[config.mk]
export PLATFORM = sky130hd
export DESIGN_NAME = axi_lrsc_reservation_table
export DESIGN_NICKNAME = d
export VERILOG_FILES = /design/src/rtl/axi_lrsc_reservation_table.sv
export SDC_FILE = /design/constraint.sdc
export NUM_CORES = 1
export LEC_CHECK = 0
export CAP_MARGIN = 20
export CORE_UTILIZATION = 55
export DETAILED_ROUTE_END_ITERATION = 16
export PLACE_DENSITY = 0.8
export SKIP_CTS_REPAIR_TIMING = 1
export SLEW_MARGIN = 5
export SYNTH_ARGS = -nofsm -noshare
export SYNTH_HDL_FRONTEND = slang
export SYNTH_SLANG_ARGS = --single-unit
export TNS_END_PERCENT = 100
[constraint.sdc]
create_clock -name clk_i -period 11.15 [get_ports clk_i]
set_clock_uncertainty 0.05 [all_clocks]
set_input_delay 2.23 -clock clk_i [delete_from_list [all_inputs] [get_ports clk_i]]
set_output_delay 2.23 -clock clk_i [all_outputs]
set_load 0.02 [all_outputs]
[src/rtl/axi_lrsc_reservation_table.sv]
// rtl/axi_lrsc_reservation_table.sv - multi-slot LR/SC reservation table (optional expiry: AXI_LRSC_TIMEOUT_EN)
module axi_lrsc_reservation_table #(
    parameter int AXI_ADDR_WIDTH = 64,
    parameter int AXI_ID_WIDTH   = 4,
    parameter int NUM_RSV        = 4,
    parameter int RSV_GRAN_LOG2  = 3,
    parameter int TIMEOUT_CYCLES = 1024
) (
    input  logic                          clk_i,
    input  logic                          rst_i,
    input  logic                          lr_valid_i,
    output logic                          lr_ready_o,
    input  logic [AXI_ADDR_WIDTH-1:0]     lr_addr_i,
    input  logic [AXI_ID_WIDTH-1:0]       lr_id_i,
    input  logic                          sc_valid_i,
    output logic                          sc_ready_o,
    input  logic [AXI_ADDR_WIDTH-1:0]     sc_addr_i,
    input  logic [AXI_ID_WIDTH-1:0]       sc_id_i,
    output logic                          sc_rsp_valid_o,
    input  logic                          sc_rsp_ready_i,
    output logic                          sc_rsp_ok_o,
    output logic [AXI_ID_WIDTH-1:0]       sc_rsp_id_o,
    input  logic                          wr_valid_i,
    input  logic [AXI_ADDR_WIDTH-1:0]     wr_addr_i,
    output logic [$clog2(NUM_RSV+1)-1:0]  rsv_count_o
);
    localparam int GW    = AXI_ADDR_WIDTH - RSV_GRAN_LOG2;
    localparam int PTR_W = (NUM_RSV > 1) ? $clog2(NUM_RSV) : 1;
    localparam int CNT_W = $clog2(NUM_RSV + 1);
    localparam int AGE_W = (TIMEOUT_CYCLES > 1) ? $clog2(TIMEOUT_CYCLES) : 1;

    logic [NUM_RSV-1:0]      slot_valid_q, slot_valid_d;
    logic [AXI_ID_WIDTH-1:0] slot_id_q   [NUM_RSV];
    logic [AXI_ID_WIDTH-1:0] slot_id_d   [NUM_RSV];
    logic [GW-1:0]           slot_gran_q [NUM_RSV];
    logic [GW-1:0]           slot_gran_d [NUM_RSV];
    logic [PTR_W-1:0]        vptr_q, vptr_d;
    logic                    lr_ready_q;
    logic                    rsp_valid_q, rsp_ok_q;
    logic [AXI_ID_WIDTH-1:0] rsp_id_q;
    logic [CNT_W-1:0]        count_q, count_d;

    logic [NUM_RSV-1:0] wr_hit, sc_id_hit, expired;
    logic               sc_fire, lr_fire, sc_ok;
    logic               same_found, free_found;
    logic [PTR_W-1:0]   same_idx, free_idx, inst_idx;
    logic [GW-1:0]      wr_gran, sc_gran, lr_gran;

    logic unused_addr_bits;
    assign unused_addr_bits = ^{lr_addr_i[RSV_GRAN_LOG2-1:0], sc_addr_i[RSV_GRAN_LOG2-1:0],
                                wr_addr_i[RSV_GRAN_LOG2-1:0]};

    assign wr_gran    = wr_addr_i[AXI_ADDR_WIDTH-1:RSV_GRAN_LOG2];
    assign sc_gran    = sc_addr_i[AXI_ADDR_WIDTH-1:RSV_GRAN_LOG2];
    assign lr_gran    = lr_addr_i[AXI_ADDR_WIDTH-1:RSV_GRAN_LOG2];
    assign sc_ready_o = !rst_i && (!rsp_valid_q || sc_rsp_ready_i);
    assign lr_ready_o = lr_ready_q;
    assign sc_fire    = sc_valid_i && sc_ready_o;
    assign lr_fire    = lr_valid_i && lr_ready_q;

`ifdef AXI_LRSC_TIMEOUT_EN
    logic [AGE_W-1:0] age_q [NUM_RSV];
    logic [AGE_W-1:0] age_d [NUM_RSV];

    always_comb begin
        for (int i = 0; i < NUM_RSV; i++) begin
            expired[i] = slot_valid_q[i] && (age_q[i] == AGE_W'(TIMEOUT_CYCLES - 1));
            age_d[i]   = age_q[i];
            if (slot_valid_q[i] && !expired[i])
                age_d[i] = age_q[i] + AGE_W'(1);
            if (lr_fire && (inst_idx == PTR_W'(i)))
                age_d[i] = '0;
        end
    end

    always_ff @(posedge clk_i or posedge rst_i) begin
        if (rst_i) begin
            for (int i = 0; i < NUM_RSV; i++) age_q[i] <= '0;
        end else begin
            for (int i = 0; i < NUM_RSV; i++) age_q[i] <= age_d[i];
        end
    end
`else
    logic [AGE_W-1:0] unused_age;
    assign unused_age = '0;
    assign expired    = '0;
`endif

    // Ordering inside one cycle: write clears, then SC, then LR install on top.
    always_comb begin
        sc_ok      = 1'b0;
        same_found = 1'b0;
        same_idx   = '0;
        free_found = 1'b0;
        free_idx   = '0;
        for (int i = 0; i < NUM_RSV; i++) begin
            wr_hit[i]    = wr_valid_i && slot_valid_q[i] && (slot_gran_q[i] == wr_gran);
            sc_id_hit[i] = slot_valid_q[i] && (slot_id_q[i] == sc_id_i);
            if (sc_id_hit[i] && (slot_gran_q[i] == sc_gran) && !wr_hit[i])
                sc_ok = 1'b1;
            if (slot_valid_q[i] && (slot_id_q[i] == lr_id_i)) begin
                same_found = 1'b1;
                same_idx   = PTR_W'(i);
            end
        end
        slot_valid_d = slot_valid_q & ~wr_hit & ~expired & ~(sc_fire ? sc_id_hit : '0);
        for (int i = NUM_RSV - 1; i >= 0; i--) begin
            if (!slot_valid_d[i]) begin
                free_found = 1'b1;
                free_idx   = PTR_W'(i);
            end
        end
        inst_idx = same_found ? same_idx : (free_found ? free_idx : vptr_q);
        vptr_d   = vptr_q;
        if (lr_fire && !same_found && !free_found)
            vptr_d = (vptr_q == PTR_W'(NUM_RSV - 1)) ? '0 : vptr_q + PTR_W'(1);
        for (int i = 0; i < NUM_RSV; i++) begin
            slot_id_d[i]   = slot_id_q[i];
            slot_gran_d[i] = slot_gran_q[i];
            if (lr_fire && (inst_idx == PTR_W'(i))) begin
                slot_valid_d[i] = 1'b1;
                slot_id_d[i]    = lr_id_i;
                slot_gran_d[i]  = lr_gran;
            end
        end
        count_d = '0;
        for (int i = 0; i < NUM_RSV; i++)
            count_d = count_d + CNT_W'(slot_valid_d[i]);
    end

    always_ff @(posedge clk_i or posedge rst_i) begin
        if (rst_i) begin
            slot_valid_q <= '0;
            for (int i = 0; i < NUM_RSV; i++) begin
                slot_id_q[i]   <= '0;
                slot_gran_q[i] <= '0;
            end
            vptr_q      <= '0;
            lr_ready_q  <= 1'b0;
            rsp_valid_q <= 1'b0;
            rsp_ok_q    <= 1'b0;
            rsp_id_q    <= '0;
            count_q     <= '0;
        end else begin
            slot_valid_q <= slot_valid_d;
            for (int i = 0; i < NUM_RSV; i++) begin
                slot_id_q[i]   <= slot_id_d[i];
                slot_gran_q[i] <= slot_gran_d[i];
            end
            vptr_q     <= vptr_d;
            lr_ready_q <= 1'b1;
            count_q    <= count_d;
            if (sc_ready_o) begin
                rsp_valid_q <= sc_fire;
                if (sc_fire) begin
                    rsp_ok_q <= sc_ok;
                    rsp_id_q <= sc_id_i;
                end
            end
        end
    end

    assign sc_rsp_valid_o = rsp_valid_q;
    assign sc_rsp_ok_o    = rsp_ok_q;
    assign sc_rsp_id_o    = rsp_id_q;
    assign rsv_count_o    = count_q;
endmodule
==> run_results.csv <==
group,metric,value,unit
outcome,outcome,"complete, no violations",
pwr,totalPowerFinal,5924,µW
pwr,p_comb_share,44.5,%
finish,final_common_cell,"dfrtp_1",
die,io_pins,217,
pwr,power_switching,2607,µW
synthesis,async_reset_ff_share,100.0,%
synthesis,yosys-top-cells-area,"dfrtp_1 42%, xor2_1 14%, mux2_2 13%",
timing,relSlewSlack,31.06,%
synthesis,dominantRegCellSynth,"dfrtp_1",
critical_path,critPathTopFamily,"simple AND/OR/NAND/NOR gates",
critical_path,path_buf_inv,3,
die,fp.dieArea,0.03065,mm²
timing,fmax,139.6,MHz
detailed_routing,drc,0,
finish,drive_gt1_share,16.16,%
detailed_routing,postRouteAntennaNets,0,
critical_path,crit_fanout,37,
synthesis,synth-seq-cells,276,
run,drv_cap,0,
grt,grt_pass1_wl,100900,µm
detailed_routing,wl_per_cell,35.60,µm
timing,worst_slew_pin_slew,1.025,ns
synthesis,syn_avg_cell_area,11.52,µm²
finish,syn_to_final_growth,20.90,%
pwr,powerDensity,297.5,mW/mm²
grt,grt_max_degree,161,
pwr,pwr-share-seq,37.5,%
clock_tree,clock_sinks,276,
critical_path,cp.required,11.56,ns
place,placed_cells,1980,
pwr,leakagePower,0.008063,µW
clock_tree,clk-insertion-delay-late,0.59,ns
pwr,vdd.ir_drop.worst,0.0002167,V
detailed_routing,vias,13610,
critical_path,path_cells,"clkdlybuf4s50_1 -> xnor2_1 -> nand4_1 -> or4_1 -> nor4_1 -> nand4_1 -> nand2_1 -> o31ai_4 -> nor3b_4 -> buf_4 -> nor2_1 -> fa_1 -> inv_1 -> ha_1 -> ha_1",
place,dpl.hpwl,58270,µm
grt,grt.total_usage,47.66,%
synthesis,ys.warnings.count,0,
synthesis,synth.distinct_cells,54,
detailed_routing,routed_wl,72560,µm
detailed_routing,drt-initial-drc-count,1887,
critical_path,cp-end-kind,"flip-flop",
clock_tree,cts_root_buffer,"clkbuf_16",
die,core_region_area,0.02909,mm²
finish,fillers,2208,
critical_path,arrival,7.58,ns
timing,hold_viol_final,0,
critical_path,crit_slowest_cell,"clkdlybuf4s50_1",
synthesis,synth.largest_area_cell,"dfrtp_1",
finish,finalNetCount,1839,
synthesis,synth_fp_nets,1640,
critical_path,max_stage_delay,0.70,ns
synthesis,synth_edf_count,0,
pwr,p_int,3317,µW
timing,slew_violations,0,
timing,setup_tns,0,ns
clock_tree,cts_buffers,30,
detailed_routing,firstDrtPassIters,8,
die,rows,62,
timing,setup_violations,0,
clock_tree,cts_tree,"yes",
finish,multi_input_area,0.009131,mm²
clock_tree,clk_path_buf_depth,3,
pwr,p_clk_share,18.0,%
timing,min_period,7.164,ns
synthesis,synth_top_area_share,41.93,%
synthesis,synth_area,0.01647,mm²
place,post-place-ws,3.634,ns
timing,setup_slack,3.986,ns
clock_tree,cts_max_level,1,
finish,finalNonFillerCells,2038,
grt,antenna_found_initial,6,
finish,final_cell_area,0.01991,mm²
timing,fin_crit_sh,64.25,%
clock_tree,clkTransAtPathRegs,0.06,ns
min_path,worstHoldPathType,"reg -> reg",
finish,area.sequential,0.006907,mm²
pwr,swShare,44.00,%
synthesis,synth_seq_area_share,41.93,%
die,fp.dieW,175.1,µm
detailed_routing,via_per_inst,6.676,
finish,final_cell_mix,"276 x dfrtp_1, 262 x xor2_1, 207 x clkdlybuf4s50_1, 196 x mux2_2, 183 x xnor2_1",
critical_path,timing_worst_setup_path_type,"in -> reg",
grt,grt_overflow,0,
critical_path,start_kind,"input pin",
die,start_util,56.62,%
place,portBuffers,207,
die,die_h,175.1,µm
grt,grt_pass1_vias,13680,
synthesis,synthCells,1430,
timing,rsz0062_at_grt,"no",
place,place_area,0.01887,mm²
place,globalplace.congestion,1.118,
-- state kept, by name (all words and copies together) (netlist names) --
register and count:
vptr_q 2, lr_ready_o 1, sc_rsp_valid_o 1, slot_id_q 16
slot_valid_q 4, sc_rsp_ok_o 1, sc_rsp_id_o 4, slot_gran_q 244
rsv_count_o 3
-- worst reg2reg max path, cell delays in order (launching register included) --
cell and delay (ns):
dfrtp_1 0.44, xnor2_1 0.58, nand4_1 0.18, or4_1 0.54, nor4_1 0.69, nand4_1 0.41
nand2_1 0.25, o31ai_4 0.12, nor3b_4 0.19, buf_4 0.53, nor2_1 0.15, fa_1 0.56
inv_1 0.05, ha_1 0.19, ha_1 0.28
-- layout make-up --
| cell class | count | share of cell area [%] |
|---|---|---|
| Antenna cell | 2 | 0.02513 |
| Clock buffer | 42 | 4.298 |
| Inverter | 51 | 0.9990 |
| Timing Repair Buffer | 217 | 10.83 |
| Tap cell | 384 | 2.413 |
| Multi-Input combinational cell | 1053 | 45.85 |
| Sequential cell | 276 | 34.68 |
| Clock inverter | 13 | 0.8985 |
-- power groups by stage --
stage                     Clock (µW)  Combinational [µW]  Sequential [µW]
after global routing            1100                2680             2250
after detailed placement           0                2510             2180
after global placement             0                2470             2140
after floorplan                    0                1590             1960
final                           1070                2640             2220
after CTS                       1060                2540             2180
-- metrics by stage --
stage	hold slack [ns]	utilization [%]
after global routing	0.4726	68.44
after floorplan	0.4512	-
after global placement	0.4097	64.86
after detailed placement	0.4149	64.86
final	0.4277	68.46
after CTS	0.4296	68.42
-- routing by layer --
| layer | vias to the layer above | track usage [%] | routed length, µm |
|---|---|---|---|
| li1 | 5456 | - | - |
| met1 | 6799 | 62.49 | 27110 |
| met2 | 1103 | 70.04 | 30810 |
| met3 | 239 | 12.95 | 9194 |
| met4 | 8 | 29.35 | 5400 |
| met5 | - | 0 | 47 |
-- final timing paths --
| path | startpoint | endpoint | slack, ns | cells after the start |
|---|---|---|---|---|
| max | wr_addr_i[35] | rsv_count_o[1] | 3.99 | 15 |
| min | sc_rsp_id_o[0] | sc_rsp_id_o[0] | 0.43 | 2 |
| max reg2reg | slot_gran_q[152] | rsv_count_o[1] | 5.80 | 14 |
| min reg2reg | sc_rsp_id_o[0] | sc_rsp_id_o[0] | 0.43 | 2 |
| max in group asynchronous | rst_i | slot_gran_q[32] | 7.41 | 3 |
| min in group asynchronous | rst_i | sc_rsp_valid_o | 2.21 | 2 |
-- synthesized netlist by cell type, types with 3 or more instances --
cell type    n
dfrtp_1    276
xor2_1     262
mux2_2     196
xnor2_1    183
nor4_1      86
mux2_1      66
nand4_1     64
inv_1       47
nand2b_1    39
nand2_1     29
buf_2       19
clkbuf_1    17
nor2b_1     17
o2111ai_1   14
buf_4       13
o22ai_1     13
nor2_1       8
o2bb2ai_1    6
a21oi_1      5
a222oi_1     5
a2111oi_0    4
a22o_1       4
inv_2        4
a2111o_1     3
ha_1         3
nand3_1      3
nor3_1       3
o21ai_0      3
o221ai_1     3
or4_1        3
-- cell families after synthesis --
family	share of synthesized area, %
other	0.02277
buffers and inverters	2.742
adders and majority gates	0.3494
DFF	41.93
muxes	17.91
and+or+nand+nor	9.624
AOI/OAI and AO/OA	3.760
xor gates and xnor gates	23.66
Note: power is estimated with default switching activity, not from simulation.
